===== config.mk =====
export PLATFORM = sky130hd
export DESIGN_NAME = mmio_uart_tx_flat
export DESIGN_NICKNAME = d
export VERILOG_FILES = /design/src/rtl/mmio_uart_tx_if.sv /design/src/rtl/mmio_uart_tx.sv /design/src/flat_wrapper.sv
export SDC_FILE = /design/constraint.sdc
export NUM_CORES = 1
export LEC_CHECK = 0
export ABC_CLOCK_PERIOD_IN_PS = 2250
export CAP_MARGIN = 20
export CORE_ASPECT_RATIO = 0.7
export CORE_MARGIN = 5
export CORE_UTILIZATION = 39
export CTS_CLUSTER_SIZE = 8
export DETAILED_ROUTE_END_ITERATION = 8
export PLACE_DENSITY = 0.77
export RECOVER_POWER = 50
export SETUP_SLACK_MARGIN = 0.1
export SLEW_MARGIN = 20
export SYNTH_ARGS = -nofsm -noshare
export SYNTH_HDL_FRONTEND = slang
export SYNTH_SLANG_ARGS = --single-unit
export TNS_END_PERCENT = 50

===== constraint.sdc =====
create_clock -name clk -period 2.25 [get_ports clk]
set_input_delay 0.3375 -clock clk [delete_from_list [all_inputs] [get_ports clk]]
set_output_delay 0.3375 -clock clk [all_outputs]
set_load 0.1 [all_outputs]

===== src/rtl/mmio_uart_tx_if.sv =====
// Core data-memory store/load bus as seen by the UART transmitter.
// The core side drives strobes and addresses; the responder returns load data.
interface mmio_uart_tx_if;
  logic        write_mem;
  logic [31:0] write_address;
  logic [31:0] write_data;
  logic [31:0] read_address;
  logic [31:0] read_data;
  logic        hit;

  modport master (
    output write_mem,
    output write_address,
    output write_data,
    output read_address,
    input  read_data,
    input  hit
  );

  modport slave (
    input  write_mem,
    input  write_address,
    input  write_data,
    input  read_address,
    output read_data,
    output hit
  );
endinterface


===== src/rtl/mmio_uart_tx.sv =====
// Memory-mapped 8N1 UART transmitter with a 4-entry byte FIFO.
// TXDATA at BASE_ADDR, STATUS at BASE_ADDR+4; tx idles high.
module mmio_uart_tx #(
  parameter logic [31:0] BASE_ADDR    = 32'hFFFF_FFF0,
  parameter int          CLKS_PER_BIT = 104
) (
  input  logic           clk,
  input  logic           reset,
  mmio_uart_tx_if.slave  bus,
  output logic           tx
);

  localparam int CW = (CLKS_PER_BIT > 1) ? $clog2(CLKS_PER_BIT) : 1;
  localparam logic [CW-1:0] CNT_MAX = CW'(CLKS_PER_BIT - 1);
  localparam logic [31:0] A_TXD = BASE_ADDR;
  localparam logic [31:0] A_STS = BASE_ADDR + 32'd4;

  typedef enum logic [1:0] {
    S_IDLE,
    S_START,
    S_DATA,
    S_STOP
  } state_e;

  state_e        state_q, state_d;
  logic [CW-1:0] cnt_q, cnt_d;
  logic [2:0]    idx_q, idx_d;
  logic [7:0]    shift_q, shift_d;

  logic [7:0]    mem_q [4];
  logic [1:0]    wptr_q, rptr_q;
  logic [2:0]    count_q;
  logic          ovf_q;

  logic wr_txd, wr_sts;
  logic push, pop;
  logic full, empty, busy, expire;
  logic [31:0] status;
  logic unused;

  assign wr_txd = bus.write_mem && (bus.write_address == A_TXD);
  assign wr_sts = bus.write_mem && (bus.write_address == A_STS);
  assign full   = (count_q == 3'd4);
  assign empty  = (count_q == 3'd0);
  // Decided on the pre-edge count, so a same-edge pop cannot make room.
  assign push   = wr_txd && !full;
  assign busy   = (state_q != S_IDLE);
  assign expire = (cnt_q == '0);
  assign unused = ^{bus.write_data[31:8]};

  always_comb begin
    state_d = state_q;
    cnt_d   = cnt_q;
    idx_d   = idx_q;
    shift_d = shift_q;
    pop     = 1'b0;
    tx      = 1'b1;
    unique case (state_q)
      S_IDLE: begin
        if (!empty) begin
          pop     = 1'b1;
          shift_d = mem_q[rptr_q];
          cnt_d   = CNT_MAX;
          idx_d   = 3'd0;
          state_d = S_START;
        end
      end
      S_START: begin
        tx = 1'b0;
        if (expire) begin
          cnt_d   = CNT_MAX;
          state_d = S_DATA;
        end else begin
          cnt_d = cnt_q - CW'(1);
        end
      end
      S_DATA: begin
        tx = shift_q[0];
        if (expire) begin
          cnt_d   = CNT_MAX;
          shift_d = shift_q >> 1;
          idx_d   = idx_q + 3'd1;
          if (idx_q == 3'd7) state_d = S_STOP;
        end else begin
          cnt_d = cnt_q - CW'(1);
        end
      end
      S_STOP: begin
        if (expire) begin
          cnt_d = CNT_MAX;
          if (!empty) begin
            pop     = 1'b1;
            shift_d = mem_q[rptr_q];
            idx_d   = 3'd0;
            state_d = S_START;
          end else begin
            state_d = S_IDLE;
          end
        end else begin
          cnt_d = cnt_q - CW'(1);
        end
      end
      default: state_d = S_IDLE;
    endcase
  end

  always_ff @(posedge clk or posedge reset) begin
    if (reset) begin
      state_q <= S_IDLE;
      cnt_q   <= '0;
      idx_q   <= 3'd0;
      shift_q <= 8'd0;
    end else begin
      state_q <= state_d;
      cnt_q   <= cnt_d;
      idx_q   <= idx_d;
      shift_q <= shift_d;
    end
  end

  always_ff @(posedge clk) begin
    if (push) mem_q[wptr_q] <= bus.write_data[7:0];
  end

  always_ff @(posedge clk or posedge reset) begin
    if (reset) begin
      wptr_q  <= 2'd0;
      rptr_q  <= 2'd0;
      count_q <= 3'd0;
      ovf_q   <= 1'b0;
    end else begin
      if (push) wptr_q <= wptr_q + 2'd1;
      if (pop)  rptr_q <= rptr_q + 2'd1;
      unique case ({push, pop})
        2'b10:   count_q <= count_q + 3'd1;
        2'b01:   count_q <= count_q - 3'd1;
        default: count_q <= count_q;
      endcase
      if (wr_txd && full) begin
        ovf_q <= 1'b1;
      end else if (wr_sts && bus.write_data[3]) begin
        ovf_q <= 1'b0;
      end
    end
  end

  assign status = {25'd0, count_q, ovf_q, empty, full, busy};

  always_comb begin
    bus.hit       = 1'b0;
    bus.read_data = 32'd0;
    unique case (1'b1)
      (bus.read_address == A_TXD): bus.hit = 1'b1;
      (bus.read_address == A_STS): begin
        bus.hit       = 1'b1;
        bus.read_data = status;
      end
      default: ;
    endcase
  end

endmodule

===== src/flat_wrapper.sv =====
// flat-port wrapper written by rule: the top's interface ports become plain ports
module mmio_uart_tx_flat 
#(
  parameter logic [31:0] BASE_ADDR    = 32'hFFFF_FFF0,
  parameter int          CLKS_PER_BIT = 104
)
  (clk, reset, tx, bus_write_mem, bus_write_address, bus_write_data, bus_read_address, bus_read_data, bus_hit);
  mmio_uart_tx_if bus_i ();
  input  logic clk;
  input  logic reset;
  output logic tx;
  input wire logic [$bits(bus_i.write_mem)-1:0] bus_write_mem;
  input wire logic [$bits(bus_i.write_address)-1:0] bus_write_address;
  input wire logic [$bits(bus_i.write_data)-1:0] bus_write_data;
  input wire logic [$bits(bus_i.read_address)-1:0] bus_read_address;
  output wire logic [$bits(bus_i.read_data)-1:0] bus_read_data;
  output wire logic [$bits(bus_i.hit)-1:0] bus_hit;
  assign bus_i.write_mem = bus_write_mem;
  assign bus_i.write_address = bus_write_address;
  assign bus_i.write_data = bus_write_data;
  assign bus_i.read_address = bus_read_address;
  assign bus_read_data = bus_i.read_data;
  assign bus_hit = bus_i.hit;
  mmio_uart_tx #(.BASE_ADDR(BASE_ADDR), .CLKS_PER_BIT(CLKS_PER_BIT)) u_core (.clk(clk), .reset(reset), .bus(bus_i), .tx(tx));
endmodule

==> summary.md <==
| Metric | Value |
|---|---|
| Clock latency on the worst-skew pair | 320 ps |
| Final WL | 8.66 mm |
| Root buffer cell | clkbuf_16 |
| Fmax | 433 MHz |
| Top Ports | 133 |
| Most frequent cells in the layout | buf_4 (35), dlygate4sd2_1 (32), edfxtp_1 (32) |
| Most common cell after layout, fill and taps aside | buf_4 |
| HPWL after DPL | 5.88 mm |
| Final Util | 61.3% |
| Post-synth EDFFs | 32 |
| Initial Util | 40.1% |
| H-tree depth | 3 |
| Slowest cell on the critical path | dfrtp_1 |
| Area grow syn2layout | 53.0% |
| Hold Violations, Final | 0 |
| Die ar. | 10100 um^2 |
| Avg Cell Area, Syn | 12.7 um^2 |
| Crit path largest cell delay | 390 ps |
| Gate Count Post-Synth | 249 |
| Period Utilization, post-route | 103% |
| Placer Congestion | 0.764 |
| CTS clk-pin slew, worst paths | 50 ps |
| FF+latch count, synth | 60 |
| Ant. Diodes | 0 |
| CTS tree | yes |
| Ys flop type | edfxtp_1 |
| Width of the die | 118 um |
| Initial DRC count | 72 |
| Largest net degree at the start of global routing | 19 |
| Critical path class | reg -> reg |
| Failing checks | setup timing |
| Required @ worst endpoint | 2490 ps |
| Total number of vias | 2471 |
| Cts-stage hold buffer count | 0 |
| Slew @ Worst Pin | 1110 ps |
| RSZ-0062 raised after global routing | yes |
| Post-Syn Area | 3170 um^2 |
| Clk_skew | 7.77 ps |
| CP dominant cell by count | inv_2 |
| GRT Total Usage | 16.1% |
| First-pass GRT wire length | 12.9 mm |
| Worst Path Max Fanout | 2 |
| Vias per Instance | 5.12 |
| Slew Limit Fails | 0 |
| Residual DRC | 0 |
| Worst slew margin | 26.2% |
| CORE AREA | 7910 um^2 |
| VDD IR-drop max | 0.000346 V |
| Clk buf depth | 2 |
| DR pass1 iterations | 4 |
| # setup viols final | 1 |
| Final min period | 2310 ps |
| Total grt overflow | 0 |
| Max Cap Violations | 0 |
| Number of buffers added on ports | 83 |
| CTS Sinks | 60 |
| Sequential fraction of the synthesis area | 52.5% |
| Die extent in y | 85.4 um |
| Initial antenna violation count | 0 |
| Synth warn | 0 |
| Setup crit end kind | flip-flop |
| Power Density | 625 nW/um^2 |
| Netlist cell types | 42 |
| Vias in the first global route | 2655 |
| Worst Hold Class | in -> async |
| Setup ws final | -59.9 ps |
| Worst Hold Slack | 447 ps |
| Routed Antenna Nets | 0 |
| Share of cells above drive strength 1 | 33.0% |
| Cts bufs inserted | 9 |
| Worst-path cell chain | inv_2 > ha_4 > nor3b_4 > a31oi_4 > nor3_4 > ha_2 > inv_2 > fa_2 > xor2_1 > nor2_1 > xnor2_1 |
| Ys async rst share | 46.7% |
| WL/cell | 17.9 um |
| Status | finished, violations left |
| Critical Path AT | 2550 ps |
| Final #Nets | 491 |
| Leakage | 2.13 nW |
| FP Rows | 27 |
| Startpoint Class | flip-flop |
## state kept, by name (all words and copies together) (netlist names)
signal,count
u_core.shift_q,8
u_core.mem_q,32
u_core.wptr_q,2
u_core.count_q,3
u_core.state_q,2
u_core.cnt_q,7
u_core.rptr_q,2
u_core.idx_q,3
u_core.ovf_q,1
## timing repair
action	4_1_cts	5_1_grt
pin swaps	23	22
resized for setup	69	36
setup buffers	7	4
setup endpoints to repair	53	42
cloned	0	1
## worst max-delay path, delay by kind of cell (launching register included)
family,cells,cell delay (ps)
adders and majority gates,3,690
and+or+nand+nor,3,610
DFF,1,390
xor gates and xnor gates,2,280
AOI/OAI and AO/OA,1,140
buffers and inverters,2,130
## Yosys cell counts (2+ instances only)
cell type | number | area, um^2
nor4b_1 | 2 | 17.5
edfxtp_1 | 32 | 961
buf_4 | 25 | 188
mux4_2 | 8 | 180
nand4_1 | 13 | 81.3
mux2_2 | 17 | 191
a21oi_1 | 5 | 25.0
xor2_1 | 6 | 52.6
inv_1 | 15 | 56.3
and2_1 | 3 | 18.8
nand3_1 | 4 | 20.0
ha_1 | 14 | 175
buf_2 | 2 | 10.0
xnor2_1 | 4 | 35.0
and2_2 | 4 | 30.0
a2bb2oi_1 | 2 | 17.5
nor2_1 | 17 | 63.8
nand2_1 | 6 | 22.5
a22o_1 | 2 | 17.5
nor4_1 | 5 | 31.3
nor3b_1 | 3 | 22.5
o21ai_0 | 5 | 25.0
or4b_2 | 2 | 20.0
or4_4 | 2 | 22.5
clkbuf_1 | 4 | 15.0
dfrtp_1 | 28 | 701
nor3_1 | 4 | 20.0
## cell families (layout without fill, tap and decap cells)
| family | Yosys count | in the layout | synth area share, % |
|---|---|---|---|
| mux | 26 | 26 | 12.2 |
| fa+ha+maj | 15 | 15 | 6.16 |
| simple gates | 71 | 71 | 13.6 |
| other cells | 1 | 25 | 0.118 |
| buf+inv | 46 | 155 | 8.49 |
| xor+xnor | 10 | 10 | 2.77 |
| flops | 60 | 60 | 52.5 |
| compound gates | 20 | 20 | 4.19 |
## per-layer routing
metal	vias up	track usage [%]	share of wire, %
met2	104	30.3	53
met5	-	0	0
li1	1123	-	-
met3	18	4.00	5.8
met1	1226	18.0	39
met4	0	4.69	2.3
## where the power goes
group	switching (mW)	internal [mW]	leakage (nW)
Sequential	0.0563	1.26	0.608
Combinational	0.305	0.223	1.39
Clock	0.453	0.732	0.125
Total	0.814	2.21	2.13
## per-stage QoR
stage               worst slack, ps  area (um^2)  total power, mW  TNS (ps)  std cells
finish                        -59.9         4850             3.03     -59.9        483
floorplan                      -397         3330             1.65     -1750        273
CTS                            -115         4730             3.02      -115        479
global route                   -171         4850             3.13     -1540        483
detailed placement             -541         4390             1.83    -14640        456
global placement               -452         4390             1.81    -12710        456
## layout make-up
class / instances / area (um^2)
multi-input combinational: 167 / 1520
clock buffer: 12 / 236
timing repair buffer: 124 / 1220
clock inverter: 4 / 17.5
inverter: 15 / 60.1
sequential: 60 / 1660
fill: 629 / 3060
tap: 101 / 126
## worst paths after layout
check / cells past startpoint / to / slack, ps / start
min: 2 / u_core.cnt_q[4] / 450 / reset
min reg2reg: 1 / u_core.shift_q[1] / 500 / u_core.shift_q[1]
min in group clk: 1 / u_core.shift_q[1] / 500 / u_core.shift_q[1]
max in group asynchronous: 3 / u_core.state_q[0] / 380 / reset
max: 11 / u_core.count_q[2] / -60 / u_core.cnt_q[1]
max reg2reg: 11 / u_core.count_q[2] / -60 / u_core.cnt_q[1]
Note: power is estimated with default switching activity, not from simulation.
